## src/rtl/vga_timing_pkg.sv

```systemverilog
// Shared GPU timing package.
// Holds the 800x600@60 Hz SVGA raster constants (40 MHz pixel clock), the
// derived totals and sync windows, and the 8x8 character-cell geometry used
// by the fetch logic.
package vga_timing_pkg;

  localparam int COORD_W   = 11;

  localparam int H_VISIBLE = 800;
  localparam int H_FRONT   = 40;
  localparam int H_SYNC    = 128;
  localparam int H_BACK    = 88;
  localparam int H_TOTAL   = H_VISIBLE + H_FRONT + H_SYNC + H_BACK;   // 1056
  localparam int HS_START  = H_VISIBLE + H_FRONT;                     // 840
  localparam int HS_END    = HS_START + H_SYNC;                       // 968, exclusive

  localparam int V_VISIBLE = 600;
  localparam int V_FRONT   = 1;
  localparam int V_SYNC    = 4;
  localparam int V_BACK    = 23;
  localparam int V_TOTAL   = V_VISIBLE + V_FRONT + V_SYNC + V_BACK;   // 628
  localparam int VS_START  = V_VISIBLE + V_FRONT;                     // 601
  localparam int VS_END    = VS_START + V_SYNC;                       // 605, exclusive

  localparam bit HSYNC_POL = 1'b1;
  localparam bit VSYNC_POL = 1'b1;

  // Character-cell geometry: 8x8 cells, 100 columns x 75 rows.
  localparam int CELL_SHIFT = 3;
  localparam int COLS       = 100;
  localparam int ROWS       = 75;

  // Cell index of a pixel coordinate.
  function automatic logic [COORD_W-1:0] cell_of(input logic [COORD_W-1:0] coord);
    return coord >> CELL_SHIFT;
  endfunction

endpackage

```

## src/rtl/vga_timing_if.sv

```systemverilog
// Raster timing bundle from the timing generator to the connector and the
// character/sprite fetch logic.
//   VGA_HSYNC / VGA_VSYNC : sync levels for the connector
//   pixel_x / pixel_y     : current raster position
//   on_screen             : position lies inside the visible area
// master = timing generator, slave = consumer.
interface vga_timing_if #(
  parameter int COORD_W = vga_timing_pkg::COORD_W
);
  import vga_timing_pkg::*;

  logic               VGA_HSYNC;
  logic               VGA_VSYNC;
  logic [COORD_W-1:0] pixel_x;
  logic [COORD_W-1:0] pixel_y;
  logic               on_screen;

  modport master (output VGA_HSYNC, output VGA_VSYNC, output pixel_x,
                  output pixel_y, output on_screen);
  modport slave  (input  VGA_HSYNC, input  VGA_VSYNC, input  pixel_x,
                  input  pixel_y, input  on_screen);
endinterface

```

## src/rtl/vga_timing_axis_counter.sv

```systemverilog
// One raster axis: a wrapping position counter with registered sync decode.
// Ports:
//   i_clk, i_rst_n : clock, synchronous active-low reset
//   i_en           : advance the counter this edge
//   o_count        : registered position, 0..TOTAL-1
//   o_vis_nxt      : position about to be loaded lies in the visible range
//   o_sync         : registered sync at its SYNC_POL active level in the window
module vga_axis_counter #(
  parameter int COORD_W    = 11,
  parameter int TOTAL      = 1056,
  parameter int VISIBLE    = 800,
  parameter int SYNC_START = 840,
  parameter int SYNC_END   = 968,
  parameter bit SYNC_POL   = 1'b1
) (
  input  logic               i_clk,
  input  logic               i_rst_n,
  input  logic               i_en,
  output logic [COORD_W-1:0] o_count,
  output logic               o_vis_nxt,
  output logic               o_sync
);
  import vga_timing_pkg::*;

  logic [COORD_W-1:0] r_count;
  logic               r_sync;
  logic [COORD_W-1:0] w_nxt;
  logic               w_sync_nxt;

  // Decoding is done on the next value so the registered sync lines up with
  // the registered count (no skew between position and sync).
  always_comb begin
    w_nxt = r_count;
    if (i_en) begin
      if (r_count == COORD_W'(TOTAL - 1)) w_nxt = '0;
      else                                w_nxt = r_count + 1'b1;
    end
    w_sync_nxt = (w_nxt >= COORD_W'(SYNC_START)) && (w_nxt < COORD_W'(SYNC_END));
    o_vis_nxt  = (w_nxt < COORD_W'(VISIBLE));
  end

  always_ff @(posedge i_clk) begin
    if (!i_rst_n) begin
      r_count <= '0;
      r_sync  <= ~SYNC_POL;
    end else begin
      r_count <= w_nxt;
      r_sync  <= w_sync_nxt ? SYNC_POL : ~SYNC_POL;
    end
  end

  assign o_count = r_count;
  assign o_sync  = r_sync;

endmodule

```

## src/rtl/vga_timing.sv

```systemverilog
// VGA raster timing generator (default 800x600@60 Hz from a 40 MHz clock).
// Ports:
//   CLK_PIXEL : pixel clock, all logic on the rising edge
//   RST       : synchronous active-low reset
//   vga       : master side of vga_timing_if (syncs, pixel_x/y, on_screen)
// Every output is a register; position, syncs and on_screen all describe the
// same raster position. The first edge after reset already steps to (1,0).
module vga_timing #(
  parameter int COORD_W   = vga_timing_pkg::COORD_W,
  parameter int H_VISIBLE = vga_timing_pkg::H_VISIBLE,
  parameter int H_FRONT   = vga_timing_pkg::H_FRONT,
  parameter int H_SYNC    = vga_timing_pkg::H_SYNC,
  parameter int H_BACK    = vga_timing_pkg::H_BACK,
  parameter int V_VISIBLE = vga_timing_pkg::V_VISIBLE,
  parameter int V_FRONT   = vga_timing_pkg::V_FRONT,
  parameter int V_SYNC    = vga_timing_pkg::V_SYNC,
  parameter int V_BACK    = vga_timing_pkg::V_BACK,
  parameter bit HSYNC_POL = vga_timing_pkg::HSYNC_POL,
  parameter bit VSYNC_POL = vga_timing_pkg::VSYNC_POL
) (
  input  logic         CLK_PIXEL,
  input  logic         RST,
  vga_timing_if.master vga
);
  import vga_timing_pkg::*;

  localparam int H_TOT = H_VISIBLE + H_FRONT + H_SYNC + H_BACK;
  localparam int H_SS  = H_VISIBLE + H_FRONT;
  localparam int H_SE  = H_SS + H_SYNC;
  localparam int V_TOT = V_VISIBLE + V_FRONT + V_SYNC + V_BACK;
  localparam int V_SS  = V_VISIBLE + V_FRONT;
  localparam int V_SE  = V_SS + V_SYNC;

  logic [COORD_W-1:0] w_px;
  logic [COORD_W-1:0] w_py;
  logic               w_h_wrap;
  logic               w_h_vis_nxt;
  logic               w_v_vis_nxt;
  logic               w_hsync;
  logic               w_vsync;
  logic               r_on_screen;

  // The vertical axis steps only on the last pixel of a line, so VSYNC and
  // pixel_y change together at pixel_x == 0.
  assign w_h_wrap = (w_px == COORD_W'(H_TOT - 1));

  vga_axis_counter #(
    .COORD_W(COORD_W), .TOTAL(H_TOT), .VISIBLE(H_VISIBLE),
    .SYNC_START(H_SS), .SYNC_END(H_SE), .SYNC_POL(HSYNC_POL)
  ) u_h (
    .i_clk(CLK_PIXEL), .i_rst_n(RST), .i_en(1'b1),
    .o_count(w_px), .o_vis_nxt(w_h_vis_nxt), .o_sync(w_hsync)
  );

  vga_axis_counter #(
    .COORD_W(COORD_W), .TOTAL(V_TOT), .VISIBLE(V_VISIBLE),
    .SYNC_START(V_SS), .SYNC_END(V_SE), .SYNC_POL(VSYNC_POL)
  ) u_v (
    .i_clk(CLK_PIXEL), .i_rst_n(RST), .i_en(w_h_wrap),
    .o_count(w_py), .o_vis_nxt(w_v_vis_nxt), .o_sync(w_vsync)
  );

  // on_screen is registered from the next-position decode of both axes so it
  // matches the position loaded on the same edge.
  always_ff @(posedge CLK_PIXEL) begin
    if (!RST) r_on_screen <= 1'b0;
    else      r_on_screen <= w_h_vis_nxt & w_v_vis_nxt;
  end

  assign vga.pixel_x   = w_px;
  assign vga.pixel_y   = w_py;
  assign vga.VGA_HSYNC = w_hsync;
  assign vga.VGA_VSYNC = w_vsync;
  assign vga.on_screen = r_on_screen;

endmodule

```

## src/flat_wrapper.sv

```systemverilog
// flat-port wrapper written by rule: the top's interface ports become plain ports
module vga_timing_flat import vga_timing_pkg::*;
#(
  parameter int COORD_W   = vga_timing_pkg::COORD_W,
  parameter int H_VISIBLE = vga_timing_pkg::H_VISIBLE,
  parameter int H_FRONT   = vga_timing_pkg::H_FRONT,
  parameter int H_SYNC    = vga_timing_pkg::H_SYNC,
  parameter int H_BACK    = vga_timing_pkg::H_BACK,
  parameter int V_VISIBLE = vga_timing_pkg::V_VISIBLE,
  parameter int V_FRONT   = vga_timing_pkg::V_FRONT,
  parameter int V_SYNC    = vga_timing_pkg::V_SYNC,
  parameter int V_BACK    = vga_timing_pkg::V_BACK,
  parameter bit HSYNC_POL = vga_timing_pkg::HSYNC_POL,
  parameter bit VSYNC_POL = vga_timing_pkg::VSYNC_POL
)
  (CLK_PIXEL, RST, vga_VGA_HSYNC, vga_VGA_VSYNC, vga_pixel_x, vga_pixel_y, vga_on_screen);
  vga_timing_if #(.COORD_W(COORD_W)) vga_i ();
  input  logic CLK_PIXEL;
  input  logic RST;
  output wire logic [$bits(vga_i.VGA_HSYNC)-1:0] vga_VGA_HSYNC;
  output wire logic [$bits(vga_i.VGA_VSYNC)-1:0] vga_VGA_VSYNC;
  output wire logic [$bits(vga_i.pixel_x)-1:0] vga_pixel_x;
  output wire logic [$bits(vga_i.pixel_y)-1:0] vga_pixel_y;
  output wire logic [$bits(vga_i.on_screen)-1:0] vga_on_screen;
  assign vga_VGA_HSYNC = vga_i.VGA_HSYNC;
  assign vga_VGA_VSYNC = vga_i.VGA_VSYNC;
  assign vga_pixel_x = vga_i.pixel_x;
  assign vga_pixel_y = vga_i.pixel_y;
  assign vga_on_screen = vga_i.on_screen;
  vga_timing #(.COORD_W(COORD_W), .H_VISIBLE(H_VISIBLE), .H_FRONT(H_FRONT), .H_SYNC(H_SYNC), .H_BACK(H_BACK), .V_VISIBLE(V_VISIBLE), .V_FRONT(V_FRONT), .V_SYNC(V_SYNC), .V_BACK(V_BACK), .HSYNC_POL(HSYNC_POL), .VSYNC_POL(VSYNC_POL)) u_core (.CLK_PIXEL(CLK_PIXEL), .RST(RST), .vga(vga_i));
endmodule
```

## config.mk

```make
export PLATFORM = sky130hd
export DESIGN_NAME = vga_timing_flat
export DESIGN_NICKNAME = d
export VERILOG_FILES = /design/src/rtl/vga_timing_pkg.sv /design/src/rtl/vga_timing_if.sv /design/src/rtl/vga_timing_axis_counter.sv /design/src/rtl/vga_timing.sv /design/src/flat_wrapper.sv
export SDC_FILE = /design/constraint.sdc
export NUM_CORES = 1
export LEC_CHECK = 0
export CAP_MARGIN = 0
export CORE_MARGIN = 2
export CORE_UTILIZATION = 44
export CTS_BUF_LIST = sky130_fd_sc_hd__clkbuf_8
export CTS_CLUSTER_DIAMETER = 150
export DETAILED_ROUTE_END_ITERATION = 6
export GPL_TIMING_DRIVEN = 0
export PLACE_DENSITY = 0.64
export SLEW_MARGIN = 10
export SYNTH_ARGS = -nofsm -noshare
export SYNTH_HDL_FRONTEND = slang
export SYNTH_HIERARCHICAL = 1
export SYNTH_SLANG_ARGS = --single-unit
export TNS_END_PERCENT = 5
```

## constraint.sdc

```tcl
create_clock -name CLK_PIXEL -period 4 [get_ports CLK_PIXEL]
set_clock_uncertainty 0.15 [all_clocks]
set_input_delay 0.6 -clock CLK_PIXEL [delete_from_list [all_inputs] [get_ports CLK_PIXEL]]
set_output_delay 0.6 -clock CLK_PIXEL [all_outputs]
set_load 0.005 [all_outputs]
```

==> results.py, run 1 <==
metrics = {
    "cells_and_area": {
        "diodes": 0,
        "areaGrowthSynthToFinish_pct": 23.4,
        "drive_above_1_share": 0.150,
        "final_core_util": 0.569,
        "nNetsFinal": 211,
    },
    "clock_network": {
        "clockRootBuffer": "clkbuf_8",
        "hold_buffers": 0,
        "cts_max_path_buffers": 2,
        "cts_setup_buffers": 0,
        "clk-insertion-delay-late_ns": 0.26,
        "clkTransAtPathRegs_ns": 0.09,
        "cts_buffers": 3,
        "cts_tree": "yes",
        "clock_sinks": 25,
        "cts_resized": 0,
        "htree_levels": 1,
    },
    "yosys": {
        "synthFlopType": "dfxtp_1",
        "synthDistinctLibCells": 50,
        "syn-instance-count": 176,
        "netlist.area_leader.share": 0.323,
        "yosysSeqAreaShare": 0.323,
        "syn_nets": 180,
        "avgSynthCellArea_um2": 8.81,
        "synth.top_cells.by_area": "dfxtp_1 (32%), xnor2_1 (9.0%), nor2_1 (4.8%)",
        "yosysTopAreaCell": "dfxtp_1",
        "synth-edff-count": 0,
        "async_flop_share": 0,
        "synth_area_um2": 1550,
        "ys_ff_latch": 25,
        "ys_warn_count": 6,
    },
    "sta": {
        "layout_worst_path_cycle_share": 0.808,
        "maxSlewViolCount": 0,
        "clock.fmax_ghz": 0.310,
        "hold_viol_final": 0,
        "setup_viol": 0,
        "rsz0062_at_grt": "no",
        "post-route-min-period_ns": 3.23,
        "fin_setup_tns_ns": 0,
    },
    "grt": {
        "grt_pass1_vias": 1238,
        "antenna_found_initial": 0,
        "grtUsageMet3": 0.0214,
        "grt_pass1_wl_um": 5690,
        "met1_usage": 0.251,
        "top_usage_layer": "met2",
        "gr-total-overflow": 0,
        "use_met2": 0.272,
        "grt_usage": 0.173,
        "grt_max_degree": 14,
    },
    "routing": {
        "vias": 1348,
        "wire_per_inst_um": 13.4,
        "routed_wl_um": 3370,
        "drt-initial-drc-count": 106,
        "antenna_left": 0,
        "remaining_drc_errors": 0,
        "routed_via_density": 5.35,
        "dr.pass1.iters": 4,
    },
    "placed_design": {
        "gp_congestion": 0.843,
        "io_buffers": 26,
        "dp_hpwl_um": 2450,
    },
    "critical_path": {
        "cpPeakStageDelay_ns": 0.52,
        "worstReg2RegStart": "u_core/u_h/o_count[0]",
        "startpoint": "u_core/u_h/o_count[0]",
        "reg2reg_slack_ns": 0.77,
        "crit_path_top_delay_cell": "or4bb_1",
        "crit_fanout": 10,
        "cp_cell_sequence": "or4bb_1 > nor4_2 > buf_4 > nand3_2 > o21ai_0 > nand4_1 > a2111o_1 > o221a_2 > and3_1",
        "end_kind": "flop",
        "crit_arrival_ns": 3.25,
        "timing.rr.end": "u_core/vga.on_screen",
        "reg2regPathDepth": 9,
        "path_class": "flop to flop",
        "start_kind": "flop",
        "endpoint": "u_core/vga.on_screen",
        "required_ns": 4.01,
    },
    "die": {
        "io_pins": 27,
        "die_width_um": 63.4,
        "core_um2": 3360,
        "die_h_um": 63.4,
        "row_count": 21,
        "dieArea_um2": 4010,
        "start_util": 0.461,
    },
    "power": {
        "power_frac_seq": 0.603,
        "power_frac_clock": 0.349,
        "netSwitchingFraction": 0.218,
        "p_int_uw": 331,
        "leakage_nw": 0.654,
        "power.density_nw_per_um2": 221,
        "power.share.combinational": 0.048,
        "p_switching_uw": 92.4,
        "ir_drop_uv": 102,
    },
    "run_status": {
        "status": "complete, no violations",
    },
    "hold_path": {
        "hold_class": "flop to flop",
        "hold_start": "u_core/u_v/o_count[1]",
    },
    "job": {
        "max_cap_violations": 0,
    },
}
[final cells by class]
class	instances	area, um^2
Fill cell	356	1450
Multi-Input combinational cell	139	976
Sequential cell	25	500
Timing Repair Buffer	26	260
Buffer	10	66.3
Tap cell	46	57.6
Clock buffer	3	41.3
Inverter	2	7.51
Clock inverter	1	3.75
[how the worst min path moves through the flow]
stage / to / slack [ns] / depth (start not counted)
after detailed placement: u_core/u_v/o_count[1] / 0.44 / 2
after floorplan: u_core/u_v/o_count[1] / 0.42 / 2
after global routing: u_core/u_v/o_count[1] / 0.51 / 2
final: u_core/u_v/o_count[1] / 0.46 / 2
after CTS: u_core/u_v/o_count[1] / 0.46 / 2
after global placement: u_core/u_v/o_count[1] / 0.43 / 2
[metal layers]
metal,wire length [um],vias to the layer above
met5,0,-
met4,23,0
met1,1680,627
met2,1490,37
li1,-,682
met3,168,2
[Yosys cell counts, drive strengths merged, types with 2 or more instances]
master   n
nor3     9
o21ai    4
a21oi    4
or4      2
xor2     6
buf      9
nor2    22
xnor2   16
mux2i    5
inv      2
nand2   15
nor4b    2
nor4     4
ha       2
nand2b   2
and2     3
nand3   12
nand4    6
dfxtp   25
and3     4
or4bb    2
or3      3
[kinds of logic (layout without fill, tap and decap cells)]
group | after synthesis | in the layout | share of synthesized area
fa+ha+maj | 2 | 2 | 0.0161
other cells | 1 | 1 | 0.00242
flops | 25 | 25 | 0.323
buf+inv | 12 | 42 | 0.0476
mux | 5 | 5 | 0.0323
xor+xnor | 22 | 22 | 0.124
simple gates | 92 | 92 | 0.369
compound gates | 17 | 17 | 0.0856
[per-stage QoR]
step	total power [mW]	setup slack, ns	std cells	instance area (um^2)	hold WS [ns]
after floorplan	0.272	1.14	176	1550	0.416
after global placement	0.281	0.891	248	1870	0.425
after detailed placement	0.282	0.892	248	1870	0.442
after CTS	0.434	0.865	252	1910	0.458
after global routing	0.445	0.731	252	1910	0.506
final	0.424	0.769	252	1910	0.461
[power by group through the flow]
stage          registers, mW  logic (mW)  clock network [mW]
3_3_place_gp           0.261      0.0203                   0
2_1_floorplan          0.261      0.0110                   0
3_5_place_dp           0.261      0.0206                   0
6_report               0.255      0.0205               0.148
5_1_grt                0.256      0.0230               0.166
4_1_cts                0.255      0.0207               0.158
[sequential cells by signal, indices dropped and copies added (netlist names)]
signal and count:
u_core/u_h/o_count 11, u_core/u_h/o_sync 1, u_core/u_v/o_count 11, u_core/u_v/o_sync 1
u_core/vga.on_screen 1
[worst max-delay path, delay by kind of cell, from the launching register on]
family | cells | cell delay [ns]
AND/OR/NAND/NOR | 5 | 1.24
buffers and inverters | 1 | 0.23
flip-flops | 1 | 0.45
AO/OA/AOI/OAI | 3 | 1.04
[cell usage in the layout (no fill, tap or decap), drive strengths merged]
cell	synthesis	routed
a2111o	1	1
a21boi	1	1
a21oi	4	4
a2bb2oi	1	1
a311oi	1	1
a41o	1	1
and2	3	3
and3	4	4
and4	1	1
and4b	1	1
buf	9	9
clkbuf	1	4
clkdlybuf4s50	0	26
conb	1	1
dfxtp	25	25
ha	2	2
inv	2	3
mux2i	5	5
nand2	15	15
nand2b	2	2
nand3	12	12
nand3b	1	1
nand4	6	6
nor2	22	22
nor2b	1	1
nor3	9	9
nor3b	1	1
nor4	4	4
nor4b	2	2
o21a	1	1
o21ai	4	4
o221a	1	1
o22ai	1	1
o31ai	1	1
or2	1	1
or3	3	3
or4	2	2
or4bb	2	2
xnor2	16	16
xor2	6	6
No activity file was read; power rests on OpenSTA's default activity.
==> run 2: changes to the inputs <==
- clock period: 4 -> 3.35 ns (I/O delays scaled with it)
==> results of run 2 <==
Same layout as run 1 (identical final DEF). Status: complete, no violations.
Among the figures that moved: setup slack after placement 0.892 ns -> 0.242 ns; setup slack after layout 0.769 ns -> 0.119 ns; register-to-register setup slack 0.77 ns -> 0.12 ns; total power 0.424 mW -> 0.506 mW; worst IR drop on VDD 102 uV -> 122 uV
==> edit 1: new RTL, flow settings as in run 2 <==
`COORD_W` is set to 11 in 2 places; all go to 10.
--- a/src/rtl/vga_timing_pkg.sv
+++ b/src/rtl/vga_timing_pkg.sv
@@ -6,3 +6,3 @@
 
-  localparam int COORD_W   = 11;
+  localparam int COORD_W   = 10;
 
--- a/src/rtl/vga_timing_axis_counter.sv
+++ b/src/rtl/vga_timing_axis_counter.sv
@@ -8,3 +8,3 @@
 module vga_axis_counter #(
-  parameter int COORD_W    = 11,
+  parameter int COORD_W    = 10,
   parameter int TOTAL      = 1056,
Interface: changed (resized vga_pixel_x and vga_pixel_y); port bits go from 27 to 25. The function was not compared with the original's and may differ.
==> edit 1 against run 2 <==
  * Synthesized cell count is 4.5% lower
  * Final cell count is 4.0% lower
  * Wire length is 5.2% lower
  * Sequential share of layout area is 0.47 points higher
  * Design area is 9.6% lower
  * Setup slack better by 0.19 ns
  * Sequential cell count is 2 lower
  * First-iteration DRC count is 41% lower
  * Power is 3.1% lower
  * Area after synthesis is 11% lower
  * Largest power group unchanged
  * Highest routed layer unchanged
==> edit 1: results (changes against run 2) <==
| Metric | Value |
|---|---|
| Nets | `203 (-3.8%)` |
| Worst Hold Path Cells | `2 (unchanged)` |
| GP Congestion | `0.8850 (+5.0%)` |
| CP arrival | `3.09 ns (-0.16 ns)` |
| PwrDens | `283.3 nW/um^2 (+7.2%)` |
| Area after DPL | `1683 um^2 (-9.9%)` |
| Slowest CP cell | `or4_1` |
| Fin crit period | `3.037 ns (-0.1934 ns)` |
| Setup WS pre-CTS | `0.3972 ns (+0.1548 ns)` |
| Number of global-route vias before repair | `1120 (-9.5%)` |
| Top cells by count, synth | `dfxtp_1 (23), nor2_1 (22), nand3_1 (10), nand2_1 (9), xor2_1 (9)` |
| First-pass GRT wire length | `5188 um (-8.7%)` |
| Synth Area in Compound Gates | `14.78% (+6.2 points)` |
| Post-synthesis mux area share | `1.451% (-1.8 points)` |
| Final-layout fill cell count | `285 (-20%)` |
| Int Pwr | `0.3768 mW (-4.7%)` |
| Multi-input gate area | `877.1 um^2 (-10%)` |
| Maximum VDD drop | `0.1696 mV (+39%)` |
| RR Endpoint | `u_core/vga.on_screen` |
| Port bufs | `24 (-7.7%)` |
| Reg-to-reg slack, setup | `0.31 ns (+0.19 ns)` |
| Worst Setup SP | `u_core/u_h/o_count[7]` |
| CP max stage delay | `0.58 ns (+0.06 ns)` |
| Adder-Cell Fraction of Synth Area | `1.813% (+0.20 points)` |
| Fraction of the yosys area taken by sequential cells | `33.36% (+1.1 points)` |
| XOR/XNOR share of the synthesized area | `10.15% (-2.3 points)` |
| DRT Wirelength | `3190 um (-5.2%)` |
| Lkg Pwr | `0.5781 nW (-12%)` |
| DP Cell Count | `238 (-4.0%)` |
| First DRT Iteration DRCs | `63 (-41%)` |
| Hold_ws | `0.4119 ns (-0.04945 ns)` |
| Syn Area/Cell | `8.215 um^2 (-6.7%)` |
| DP HPWL | `2351 um (-4.1%)` |
| Synth top area cells | `dfxtp_1 (33%), nor2_1 (6.0%), xor2_1 (5.7%), xnor2_1 (4.4%), nand3_1 (3.6%)` |
| Routed len/inst | `13.18 um (-1.3%)` |
| GRT Total Usage | `18.84% (+1.5 points)` |
| Layout cell share with drive strength beyond 1 | `8.586% (-6.5 points)` |
| Sequential power | `0.285 mW (-6.6%)` |
| Outcome | `complete, no violations` |
| Vias per inst | `5.508 (+3.0%)` |
| Cell variety after synth | `47 (-6.0%)` |
## edit 1: critical path: cells and delay by family (launching register included)
family                 cells  cell delay, ns
buffers and inverters      1            0.34
flip-flops                 1            0.36
AND/OR/NAND/NOR            5            1.46
AO/OA/AOI/OAI              3            0.66
## edit 1: metal layers
metal	part of all wire (%)	wire (um)	GRT usage [%]
met5	0	0	0
met4	0.75	24	5.714
met2	42	1340	26.24
met1	50	1601	29.50
met3	7.0	224	2.597
## edit 1: layout make-up
class / count / share of cell area, %
Timing Repair Buffer: 24 / 13.89
Multi-Input combinational cell: 136 / 50.72
Buffer: 5 / 1.592
Clock inverter: 1 / 0.2894
Sequential cell: 23 / 26.63
Clock buffer: 3 / 2.388
Inverter: 6 / 1.302
Tap cell: 44 / 3.184
==> edit 2: new RTL, config.mk and constraints of run 2 <==
Without the edit above. Reset style: asynchronous (`RST` and `i_rst_n`), changed in 2 clocked blocks. Comments in the files are not updated.
--- a/src/rtl/vga_timing_axis_counter.sv
+++ b/src/rtl/vga_timing_axis_counter.sv
@@ -41,3 +41,3 @@
 
-  always_ff @(posedge i_clk) begin
+  always_ff @(posedge i_clk or negedge i_rst_n) begin
     if (!i_rst_n) begin
--- a/src/rtl/vga_timing.sv
+++ b/src/rtl/vga_timing.sv
@@ -64,3 +64,3 @@
   // matches the position loaded on the same edge.
-  always_ff @(posedge CLK_PIXEL) begin
+  always_ff @(posedge CLK_PIXEL or negedge RST) begin
     if (!RST) r_on_screen <= 1'b0;
Formal check against the unedited RTL: differs if RST is asserted again (counterexample within 4 cycles, from zero or initial values and one cycle with RST low); with RST held inactive, the same outputs for 10 cycles.
==> edit 2 against run 2 <==
  * Die area shrank 3.8%
  * First-iteration DRC count shrank 34%
  * Area after synthesis is 4.0% lower
  * Via count fell by 11%
  * Count of clock-buffer cells in the layout did not move
  * Design area is 3.5% lower
  * Sequential cell count did not move
  * Wire length decreased by 8.6%
  * Setup slack better by 0.18 ns
Power is not compared: it rests on default switching activity, and its combinational part moved more than twofold at a synthesized area within 25%.
==> edit 2: results (changes against run 2) <==
| Metric | Value |
|---|---|
| Largest net degree at the start of global routing | `26 (+12)` |
| Multi-input logic portion of the cell area | `44.51% (-6.5 points)` |
| Post-CTS resize count | `0 (unchanged)` |
| Slew headroom | `62.50%` |
| Inverters | `5 (+3)` |
| Delay-heaviest family, CP | `simple AND/OR/NAND/NOR gates` |
| M2 GR Usage | `29.08% (+1.8 points)` |
| Clock power frac | `20.6%` |
| Met1 Use GR | `20.23% (-4.9 points)` |
| DR pass1 iterations | `4 (unchanged)` |
| Max clock buf depth | `2 (unchanged)` |
| Clock Buffer Count | `3 (unchanged)` |
| Cell variety after synth | `48 (-4.0%)` |
| Number of flops mapped to enable cells by yosys | `0 (unchanged)` |
| DRT Wirelength | `3077 um (-8.6%)` |
| Root Buffer | `clkbuf_8` |
| Layout cell share with drive strength beyond 1 | `14.29% (-0.76 points)` |
| Seq pwr share | `50.8%` |
| Setup WS pre-CTS | `0.3652 ns (+0.1228 ns)` |
| Fraction of registers with async set/reset | `100.0% (+100 points)` |
| Met3 wire length | `119 um (-29%)` |
| Non-clock buffers | `29 (-19%)` |
| Met1 WL | `1351 um (-20%)` |
| Syn. warnings | `6 (unchanged)` |
| CP max stage delay | `0.57 ns (+0.05 ns)` |
| Setup violators final | `0 (unchanged)` |
| Lkg Pwr | `0.7464 nW` |
| Vias per inst | `5.407 (+1.1%)` |
| Met2 routed WL | `1510 um (+1.3%)` |
| Met3 global-route usage | `2.717% (+0.57 points)` |
| H-tree levels | `1 (unchanged)` |
| CP arrival | `3.08 ns (-0.17 ns)` |
| First DRT Iteration DRCs | `70 (-34%)` |
| First-pass GRT wire length | `5223 um (-8.1%)` |
| Ant. Diodes | `0 (unchanged)` |
| ClkCell Share | `2.507% (+0.15 points)` |
| Clock slew at reported path FFs | `0.09 ns (about the same)` |
| GP Congestion | `0.8929 (+6.0%)` |
| Register area | `625.6 um^2 (+25%)` |
| Clk_lat worst skew | `0.27 ns` |
| DR top layer | `met4` |
| Seq cells | `25 (unchanged)` |
| Slowest CP cell | `or4b_1` |
| Fraction of the yosys area taken by sequential cells | `42.05% (+9.8 points)` |
| Maximum fanout along the worst path | `10 (unchanged)` |
| Final-layout fill cell count | `311 (-13%)` |
| Net count after synthesis | `149 (-17%)` |
| Switching pwr | `0.2870 mW` |
| Nets | `180 (-15%)` |
| Post-CTS Setup Inserts | `0 (unchanged)` |
| Synth top area cells | `dfrtp_1 (42%), xor2_1 (5.9%), xnor2_1 (4.1%), nand2_1 (3.5%), nor2_1 (2.8%)` |
| Multi-Input Combinational | `112 (-19%)` |
| DP HPWL | `2243 um (-8.5%)` |
| GRT Total Usage | `16.74% (-0.60 points)` |
| Min-delay worst type | `primary input to asynchronous set/reset pin` |
| Top cells by count, synth | `dfrtp_1 (25), nand2_1 (14), nor2_1 (11), xor2_1 (10), xnor2_1 (7)` |
| Outcome | `complete, no violations` |
| Buffering overhead | `14.97% (-2.1 points)` |
| Initial antenna violation count | `0 (unchanged)` |
[edit 2: cell count changes after synthesis, sizes merged, moves of 3 or more]
cell / change
dfrtp: +25
dfxtp: -25
nor2: -11
xnor2: -9
nand3: -7
buf: -6
mux2i: -4
xor2: +4
inv: +3
mux2: +3
[edit 2: worst reg2reg max path, cell delays in order, from the launching register on]
cell and delay (ns):
dfrtp_1 0.49, or4b_1 0.57, nor3_2 0.17, buf_2 0.23, nand4_1 0.30, xor2_1 0.25
nor4b_1 0.50, nor4b_2 0.31
[edit 2: through the flow]
stage                     instance area, um^2  util, %  power, mW  cells  hold WS, ns
final                                    1847    56.23     0.8578    221      0.06405
after global routing                     1847    56.23     0.9180    221      0.08994
after CTS                                1852    56.38     0.8659    221       0.4058
after detailed placement                 1805    54.97     0.6837    217       0.3930
after global placement                   1805    54.97     0.6763    217       0.3810
after floorplan                          1488        -     0.5564    145      0.05691
[edit 2: cell families (layout without fill, tap and decap cells)]
logic type / Yosys count / in the layout / synth area share (%)
xor+xnor: 17 / 17 / 10.01
flops: 25 / 25 / 42.05
compound gates: 21 / 21 / 10.26
other cells: 1 / 1 / 0.2521
mux: 4 / 4 / 3.196
fa+ha+maj: 2 / 2 / 1.682
simple gates: 67 / 67 / 29.86
buf+inv: 8 / 38 / 2.691
[edit 2: worst paths after layout]
kind	start	to	slack, ns	cells past startpoint
setup reg to reg	u_core/u_h/o_count[5]	u_core/u_v/o_sync	0.30	7
hold reg to reg	u_core/u_v/o_count[10]	u_core/u_v/o_count[10]	0.41	1
min in group CLK_PIXEL	u_core/u_v/o_count[10]	u_core/u_v/o_count[10]	0.41	1
max in group asynchronous	RST	u_core/u_v/o_count[5]	2.61	1
hold / removal	RST	u_core/u_v/o_sync	0.06	1
setup / recovery	u_core/u_h/o_count[5]	u_core/u_v/o_sync	0.30	7
